`src/rtl/bilinear_interp.sv`:
```
// bilinear_interp: four-stage pipelined bilinear interpolator.
// Consumes four neighbour pixels and a (dy, dx) fractional offset each
// enabled cycle and emits the interpolated pixel four enabled cycles later.
// Optional macro INTERP_ROUND_EN: round-half-up in the final stage instead
// of plain truncation. Latency is the same in both builds.
// Reset is asynchronous and active-low on port rst.
module bilinear_interp #(
  parameter int DATA_W = 8,
  parameter int FRAC_W = 6
) (
  input  logic              clk,
  input  logic              rst,
  input  logic              clk_en,
  input  logic              din_valid,
  input  logic              din_last,
  input  logic [FRAC_W-1:0] dy,
  input  logic [FRAC_W-1:0] dx,
  input  logic [DATA_W-1:0] lu,
  input  logic [DATA_W-1:0] ru,
  input  logic [DATA_W-1:0] ld,
  input  logic [DATA_W-1:0] rd,
  output logic              dout_valid,
  output logic              dout_last,
  output logic [DATA_W-1:0] p
);

  // Weight range is 0..2^FRAC_W, so one extra bit is needed.
  localparam int WGT_W  = FRAC_W + 1;
  localparam int PROD_W = DATA_W + FRAC_W + 1;
  // A weighted pair sums to at most (2^DATA_W-1)*2^FRAC_W.
  localparam int H_W    = DATA_W + FRAC_W;
  localparam int V_W    = DATA_W + 2 * FRAC_W;
  localparam int S_W    = V_W + 1;
  localparam int Q_W    = DATA_W + 1;
  localparam logic [WGT_W-1:0] W_ONE = {1'b1, {FRAC_W{1'b0}}};
`ifdef INTERP_ROUND_EN
  localparam logic [S_W-1:0] RND_HALF = S_W'(1) << (2 * FRAC_W - 1);
`endif

  // Stage 1 state
  logic [PROD_W-1:0] prod_d [4];
  logic [PROD_W-1:0] prod_q [4];
  logic [WGT_W-1:0]  wyu1_d, wyu1_q, wyd1_d, wyd1_q;
  logic              valid1_d, valid1_q, last1_d, last1_q;
  // Stage 2 state
  logic [H_W-1:0]    hu_d, hu_q, hd_d, hd_q;
  logic [WGT_W-1:0]  wyu2_d, wyu2_q, wyd2_d, wyd2_q;
  logic              valid2_d, valid2_q, last2_d, last2_q;
  // Stage 3 state
  logic [V_W-1:0]    vu_d, vu_q, vd_d, vd_q;
  logic              valid3_d, valid3_q, last3_d, last3_q;
  // Stage 4 state
  logic [DATA_W-1:0] p_d, p_q;
  logic              valid4_d, valid4_q, last4_d, last4_q;

  logic [DATA_W-1:0] pix [4];
  logic [WGT_W-1:0]  wxl, wxr;
  logic [S_W-1:0]    s_sum, s_rnd;
  logic [Q_W-1:0]    s_shift;

  // Stage 1: horizontal weights and the four neighbour products.
  always_comb begin
    pix      = '{lu, ru, ld, rd};
    wxl      = W_ONE - WGT_W'(dx);
    wxr      = WGT_W'(dx);
    for (int i = 0; i < 4; i++) begin
      prod_d[i] = PROD_W'(pix[i]) * PROD_W'((i % 2 == 0) ? wxl : wxr);
    end
    wyu1_d   = W_ONE - WGT_W'(dy);
    wyd1_d   = WGT_W'(dy);
    valid1_d = din_valid;
    last1_d  = din_last & din_valid;
  end

  // Stage 1 registers.
  always_ff @(posedge clk or negedge rst) begin
    if (!rst) begin
      for (int i = 0; i < 4; i++) prod_q[i] <= '0;
      wyu1_q   <= '0;
      wyd1_q   <= '0;
      valid1_q <= 1'b0;
      last1_q  <= 1'b0;
    end else if (clk_en) begin
      for (int i = 0; i < 4; i++) prod_q[i] <= prod_d[i];
      wyu1_q   <= wyu1_d;
      wyd1_q   <= wyd1_d;
      valid1_q <= valid1_d;
      last1_q  <= last1_d;
    end
  end

  // Stage 2: horizontal interpolation of the upper and lower rows.
  always_comb begin
    hu_d     = H_W'(prod_q[0]) + H_W'(prod_q[1]);
    hd_d     = H_W'(prod_q[2]) + H_W'(prod_q[3]);
    wyu2_d   = wyu1_q;
    wyd2_d   = wyd1_q;
    valid2_d = valid1_q;
    last2_d  = last1_q & valid1_q;
  end

  // Stage 2 registers.
  always_ff @(posedge clk or negedge rst) begin
    if (!rst) begin
      hu_q     <= '0;
      hd_q     <= '0;
      wyu2_q   <= '0;
      wyd2_q   <= '0;
      valid2_q <= 1'b0;
      last2_q  <= 1'b0;
    end else if (clk_en) begin
      hu_q     <= hu_d;
      hd_q     <= hd_d;
      wyu2_q   <= wyu2_d;
      wyd2_q   <= wyd2_d;
      valid2_q <= valid2_d;
      last2_q  <= last2_d;
    end
  end

  // Stage 3: apply the vertical weights to each row result.
  always_comb begin
    vu_d     = V_W'(hu_q) * V_W'(wyu2_q);
    vd_d     = V_W'(hd_q) * V_W'(wyd2_q);
    valid3_d = valid2_q;
    last3_d  = last2_q & valid2_q;
  end

  // Stage 3 registers.
  always_ff @(posedge clk or negedge rst) begin
    if (!rst) begin
      vu_q     <= '0;
      vd_q     <= '0;
      valid3_q <= 1'b0;
      last3_q  <= 1'b0;
    end else if (clk_en) begin
      vu_q     <= vu_d;
      vd_q     <= vd_d;
      valid3_q <= valid3_d;
      last3_q  <= last3_d;
    end
  end

  // Stage 4: sum, optional rounding, rescale and saturate.
  always_comb begin
    s_sum = S_W'(vu_q) + S_W'(vd_q);
`ifdef INTERP_ROUND_EN
    s_rnd = s_sum + RND_HALF;
`else
    s_rnd = s_sum;
`endif
    s_shift  = Q_W'(s_rnd >> (2 * FRAC_W));
    // Saturation cannot trigger at the default widths but keeps the
    // block safe if the parameters are changed.
    p_d      = s_shift[DATA_W] ? {DATA_W{1'b1}} : s_shift[DATA_W-1:0];
    valid4_d = valid3_q;
    last4_d  = last3_q & valid3_q;
  end

  // Stage 4 registers drive the outputs directly.
  always_ff @(posedge clk or negedge rst) begin
    if (!rst) begin
      p_q      <= '0;
      valid4_q <= 1'b0;
      last4_q  <= 1'b0;
    end else if (clk_en) begin
      p_q      <= p_d;
      valid4_q <= valid4_d;
      last4_q  <= last4_d;
    end
  end

  assign p          = p_q;
  assign dout_valid = valid4_q;
  assign dout_last  = last4_q;

endmodule

```
`config.mk`:
```
export PLATFORM = sky130hd
export DESIGN_NAME = bilinear_interp
export DESIGN_NICKNAME = d
export VERILOG_FILES = /design/src/rtl/bilinear_interp.sv
export SDC_FILE = /design/constraint.sdc
export NUM_CORES = 1
export LEC_CHECK = 0
export ABC_CLOCK_PERIOD_IN_PS = 5440
export CORE_UTILIZATION = 35
export CTS_CLUSTER_SIZE = 20
export DETAILED_ROUTE_END_ITERATION = 10
export PLACE_DENSITY = 0.57
export SYNTH_ARGS = -nofsm -noshare
export SYNTH_HDL_FRONTEND = slang
export SYNTH_SLANG_ARGS = --single-unit
```
`constraint.sdc`:
```
create_clock -name clk -period 5.44 [get_ports clk]
set_input_delay 1.088 -clock clk [delete_from_list [all_inputs] [get_ports clk]]
set_output_delay 1.088 -clock clk [all_outputs]
set_load 0.05 [all_outputs]
```
---- Yosys cells after proc, flatten, opt, wreduce, memory -nomap -nowiden ----
Cells that the tools add are included.
storage, ports and cells
  register bits ........................... 166
  input port bits ......................... 49
  output and inout port bits .............. 10
  logic and storage cells ................. 37
operators by class
  $add $sub $neg .......................... 5
  multipliers ............................. 6
  muxes and demuxes ....................... 1
  bitwise logic cells ..................... 4
operators with widths
  kind                                             count
  adder 14 bit                                     2
  multiplier 8 x 6 -> 14 bit                       2
  multiplier 8 x 7 -> 14 bit                       2
  adder 20 x 20 -> 21 bit                          1
  multiplier 14 x 6 -> 20 bit                      1
  multiplier 14 x 7 -> 20 bit                      1
  subtractor 7 x 6 -> 7 bit, first input constant  2
  two-way mux 8 bit                                1
  bitwise AND 1 bit                                4

---- Depth between registers and ports, before layout ----
  word-level depth ........................ 2
  gate-level depth with buffers ........... 21
  gate-level depth less buffers ........... 20

---- Worst setup path before layout ----
OpenSTA, ideal clock, no wires.
  path kind ............................... input to register
  from .................................... in dx[0]
  to ...................................... reg prod_q[28] (netlist bit)
  setup time .............................. 0.134 ns
  arrival time ............................ 6.132 ns
  required time ........................... 5.306 ns
  setup slack ............................. -0.826 ns
  stages .................................. 20
  buffers on the path ..................... 2
  cells stage by stage .................... clkbuf_1 inv_1 ha_1 or3b_1 nor3_2 clkbuf_1 nand2_1 fa_1 fa_1 inv_1 fa_1 inv_1 fa_1 inv_1 ha_1 o21ai_0 o32a_1 a2111oi_0 o21a_1 o31ai_1
on the way
  cells in the longest elaborated chain, start to end .. 2
ends and longest elaborated chain
  item                        line  RTL
  start: declaration          17    input logic [FRAC_W-1:0] dx,
  subtractor 7 x 6 -> 7 bit   64    wxl = W_ONE - WGT_W'(dx);
  multiplier 8 x 7 -> 14 bit  67    prod_d[i] = PROD_W'(pix[i]) * PROD_W'((i % 2 == 0) ? wxl : wxr);
  end: declaration            42    logic [PROD_W-1:0] prod_q [4];
No other way between the ends.
A chain may end at the register's enable or synchronous reset.

---- Worst setup path in the final report ----
Same ends and word-level chain as after synthesis.

==> metrics.md <==
| Metric | Value |
|---|---|
| Worst-Margin Slew | 962 ps |
| Pin count of the biggest net entering global routing | 177 |
| GR met3 Demand/Resource | 0.0235 |
| Status | finished clean |
| # rows | 86 |
| Max Fclk | 0.188 GHz |
| Residual DRC count | 0 |
| Clk_lat worst skew | 440 ps |
| Asr flop ratio synth | 1.00 |
| Post-synth top flop | dfrtp_1 |
| Register area | 4100 µm² |
| Drt pass-1 iters | 5 |
| Clock H-tree levels | 4 |
| Vias in the first global route | 15100 |
| Total number of vias | 14600 |
| Most frequent cells after synthesis | 255 x inv_1, 224 x and2_1, 218 x ha_1 |
| Hold-fix buffers at CTS | 0 |
| Synthesis-stage register bit count | 164 |
| Buffers and inverters on the worst path | 5 |
| Number of vias per cell | 4.95 |
| WL/cell | 15.0 µm |
| CP top delay family | adder cells |
| Routability cong. | 0.827 |
| Clock Path Buffers | 2 |
| Max-slew headroom | 0.359 |
| Final period util | 0.980 |
| Met2 usage | 0.269 |
| Max FO, Critical Path | 3 |
| Crit. End Element | flip-flop |
| Drt total wl | 44.1 mm |
| RSZ-0062 raised after global routing | true |
| Critical R2R Launch | wyu2_q[1] |
| Syn-to-layout area delta | 14.8% |
| Max cap viols | 0 |
| Synth Cell Area | 19700 µm² |
| Yosys top cell area share | 0.219 |
| Net count after synthesis | 2539 |
| Final Hold Viols | 0 |
| Total CTS buffers | 17 |
| Critical path origin | dx[0] |
| Initial DRC Count | 725 |
| CP cell instances | buf_8, inv_4, ha_4, or3b_4, nor3_4, buf_6, and2_4, fa_1, fa_1, fa_1, inv_2, fa_1, inv_2, ha_4, o21ai_4, o32a_1, a2111oi_4, nor3_1, o31ai_1 |
| Clk sinks | 164 |
| Detailed Place HPWL | 35.1 mm |
| Synth area leader | fa_1 |
| Fin crit period | 5330 ps |
| Fillers | 5486 |
| Critical path arrival | 5680 ps |
| Mapped Cells | 2057 |
| Area occupied by multi-input gates | 14600 µm² |
| CP Launch Type | input port |
| Clock root buffer | clkbuf_16 |
| Clock Skew | 11.6 ps |
| CTS tree | done |
| Class of the worst hold path | reg2reg |
| Data required, critical path | 5790 ps |
| IO Port Bufs | 58 |
| Final setup fails | 0 |
| IO Count | 59 |
| Cell repeated most along the worst path | fa_1 |
| Fin nets | 2660 |
| Overall routing resource usage | 0.162 |
| Hold Crit Start | wyu1_q[6] |
| Core Region | 55300 µm² |
| Die H | 239 µm |
| Layout cell share with drive strength beyond 1 | 0.132 |
| Reg clk slew, reported paths | 70 ps |
| Grt total ovfl | 0 |
| Top post-synthesis cells by area | fa_1 22%, dfrtp_1 21%, ha_1 14% |
| Yosys Warn Count | 0 |
| Grt peak-use layer | met2 |
| Global-route wire length before repair | 75.5 mm |
| Final ANT Viol Nets | 0 |
| Synth cell types | 74 |
| Seq/Total Area, Yosys | 0.208 |
| Critical path class | in2reg |
| Starting density of the core | 0.356 |
| Synthesized area per cell | 9.57 µm² |
| Global routing usage on met1 | 0.224 |
| Worst path slowest cell | fa_1 |
| Slew Limit Fails | 0 |
| Die width | 239 µm |
| Most common cell in the netlist | inv_1 |
| Die area | 57200 µm² |
| CP peak stage delay | 570 ps |
| Number of antenna violations at the first check in global routing | 0 |
| Final hold slack | 495 ps |
| Post-synth EDFFs | 0 |
-- sequential cells by signal (all words and copies together) (netlist names), 7 cells and up --
register	cells
hu_q	14
hd_q	14
wyu1_q	7
vd_q	20
vu_q	20
p	8
wyu2_q	7
prod_q	56
-- cells in the final DEF, fill, tap and decap left out, types with 5 or more instances in the layout --
cell type / count
fa_1: 215
clkdlybuf4s50_1: 50
inv_1: 248
o21ai_1: 13
ha_1: 209
a31oi_1: 9
or3_1: 5
buf_4: 103
nand3_1: 30
o31ai_1: 7
o21ai_0: 42
o211ai_1: 12
nand2_1: 199
xor2_1: 18
nand4b_1: 9
nor3b_1: 5
o21a_1: 12
nor4b_1: 5
o21bai_1: 9
and2_1: 221
clkbuf_16: 17
and3_1: 6
nor2b_1: 10
buf_6: 5
o22a_1: 8
ha_4: 9
nor2_1: 69
nor3_1: 21
xnor2_1: 70
a311oi_1: 5
mux2_2: 98
a21o_1: 58
nand4_1: 8
a211oi_1: 22
inv_2: 6
dfrtp_1: 164
nand2b_1: 6
nand3b_1: 10
a21oi_1: 79
-- worst reg2reg max path, delay by kind of cell, from the launching register on --
kind / cells / cell delay [ps]
fa+ha+maj: 5 / 2410
simple gates: 5 / 1140
flops: 1 / 720
compound gates: 2 / 380
buf+inv: 3 / 140
mux: 1 / 130
-- logic make-up after synthesis --
family	after synthesis	share of synthesized area
adder cells (fa/ha/maj)	433	0.357
AO/OA/AOI/OAI	327	0.111
buffers and inverters	319	0.0619
XOR/XNOR	90	0.0400
AND/OR/NAND/NOR	623	0.164
flip-flops	164	0.208
multiplexers	101	0.0578
-- layer usage --
metal | part of all wire | wire [µm]
met5 | 0 | 0
met4 | 0.013 | 551
met3 | 0.028 | 1240
met2 | 0.47 | 20600
met1 | 0.49 | 21700
-- path summary, 6_finish.rpt --
| check | end | slack [ps] | cells past startpoint |
|---|---|---|---|
| worst max-delay path | prod_q[28] | 110 | 19 |
| worst min-delay path | wyu1_q[6] | 490 | 2 |
| worst max register to register | vu_q[19] | 390 | 16 |
| worst min register to register | wyu1_q[6] | 490 | 2 |
| max in group asynchronous | prod_q[21] | 3970 | 2 |
| min in group asynchronous | wyu2_q[3] | 740 | 2 |
-- cell type report --
class | count | share of cell area
Clock buffer | 20 | 0.0206
Tap cell | 748 | 0.0414
Antenna cell | 2 | 0.000221
Multi-Input combinational cell | 1574 | 0.645
Sequential cell | 164 | 0.181
Clock inverter | 11 | 0.00559
Inverter | 256 | 0.0427
Timing Repair Buffer | 165 | 0.0628
-- stage by stage --
step | TNS, ps | util | cell area, µm² | setup WS [ps] | std cells
2_1_floorplan | -579 | - | 19900 | -363 | 2057
3_3_place_gp | -6800 | 0.396 | 21900 | -660 | 2905
3_5_place_dp | -8900 | 0.396 | 21900 | -804 | 2905
4_1_cts | 0 | 0.407 | 22500 | 28.2 | 2937
5_1_grt | -108 | 0.409 | 22600 | -108 | 2938
6_report | 0 | 0.409 | 22600 | 109 | 2940
-- what timing repair did --
action                                  in CTS  in global routing
endpoints found under the setup margin      12                  9
setup buffers                                1                  2
pin swaps                                   11                 21
cloned                                       0                  0
resized for setup                           11                 27
Power is left out: the tool's default activity adds up to more than one toggle a clock period on the data nets, which glitch-free logic cannot reach.
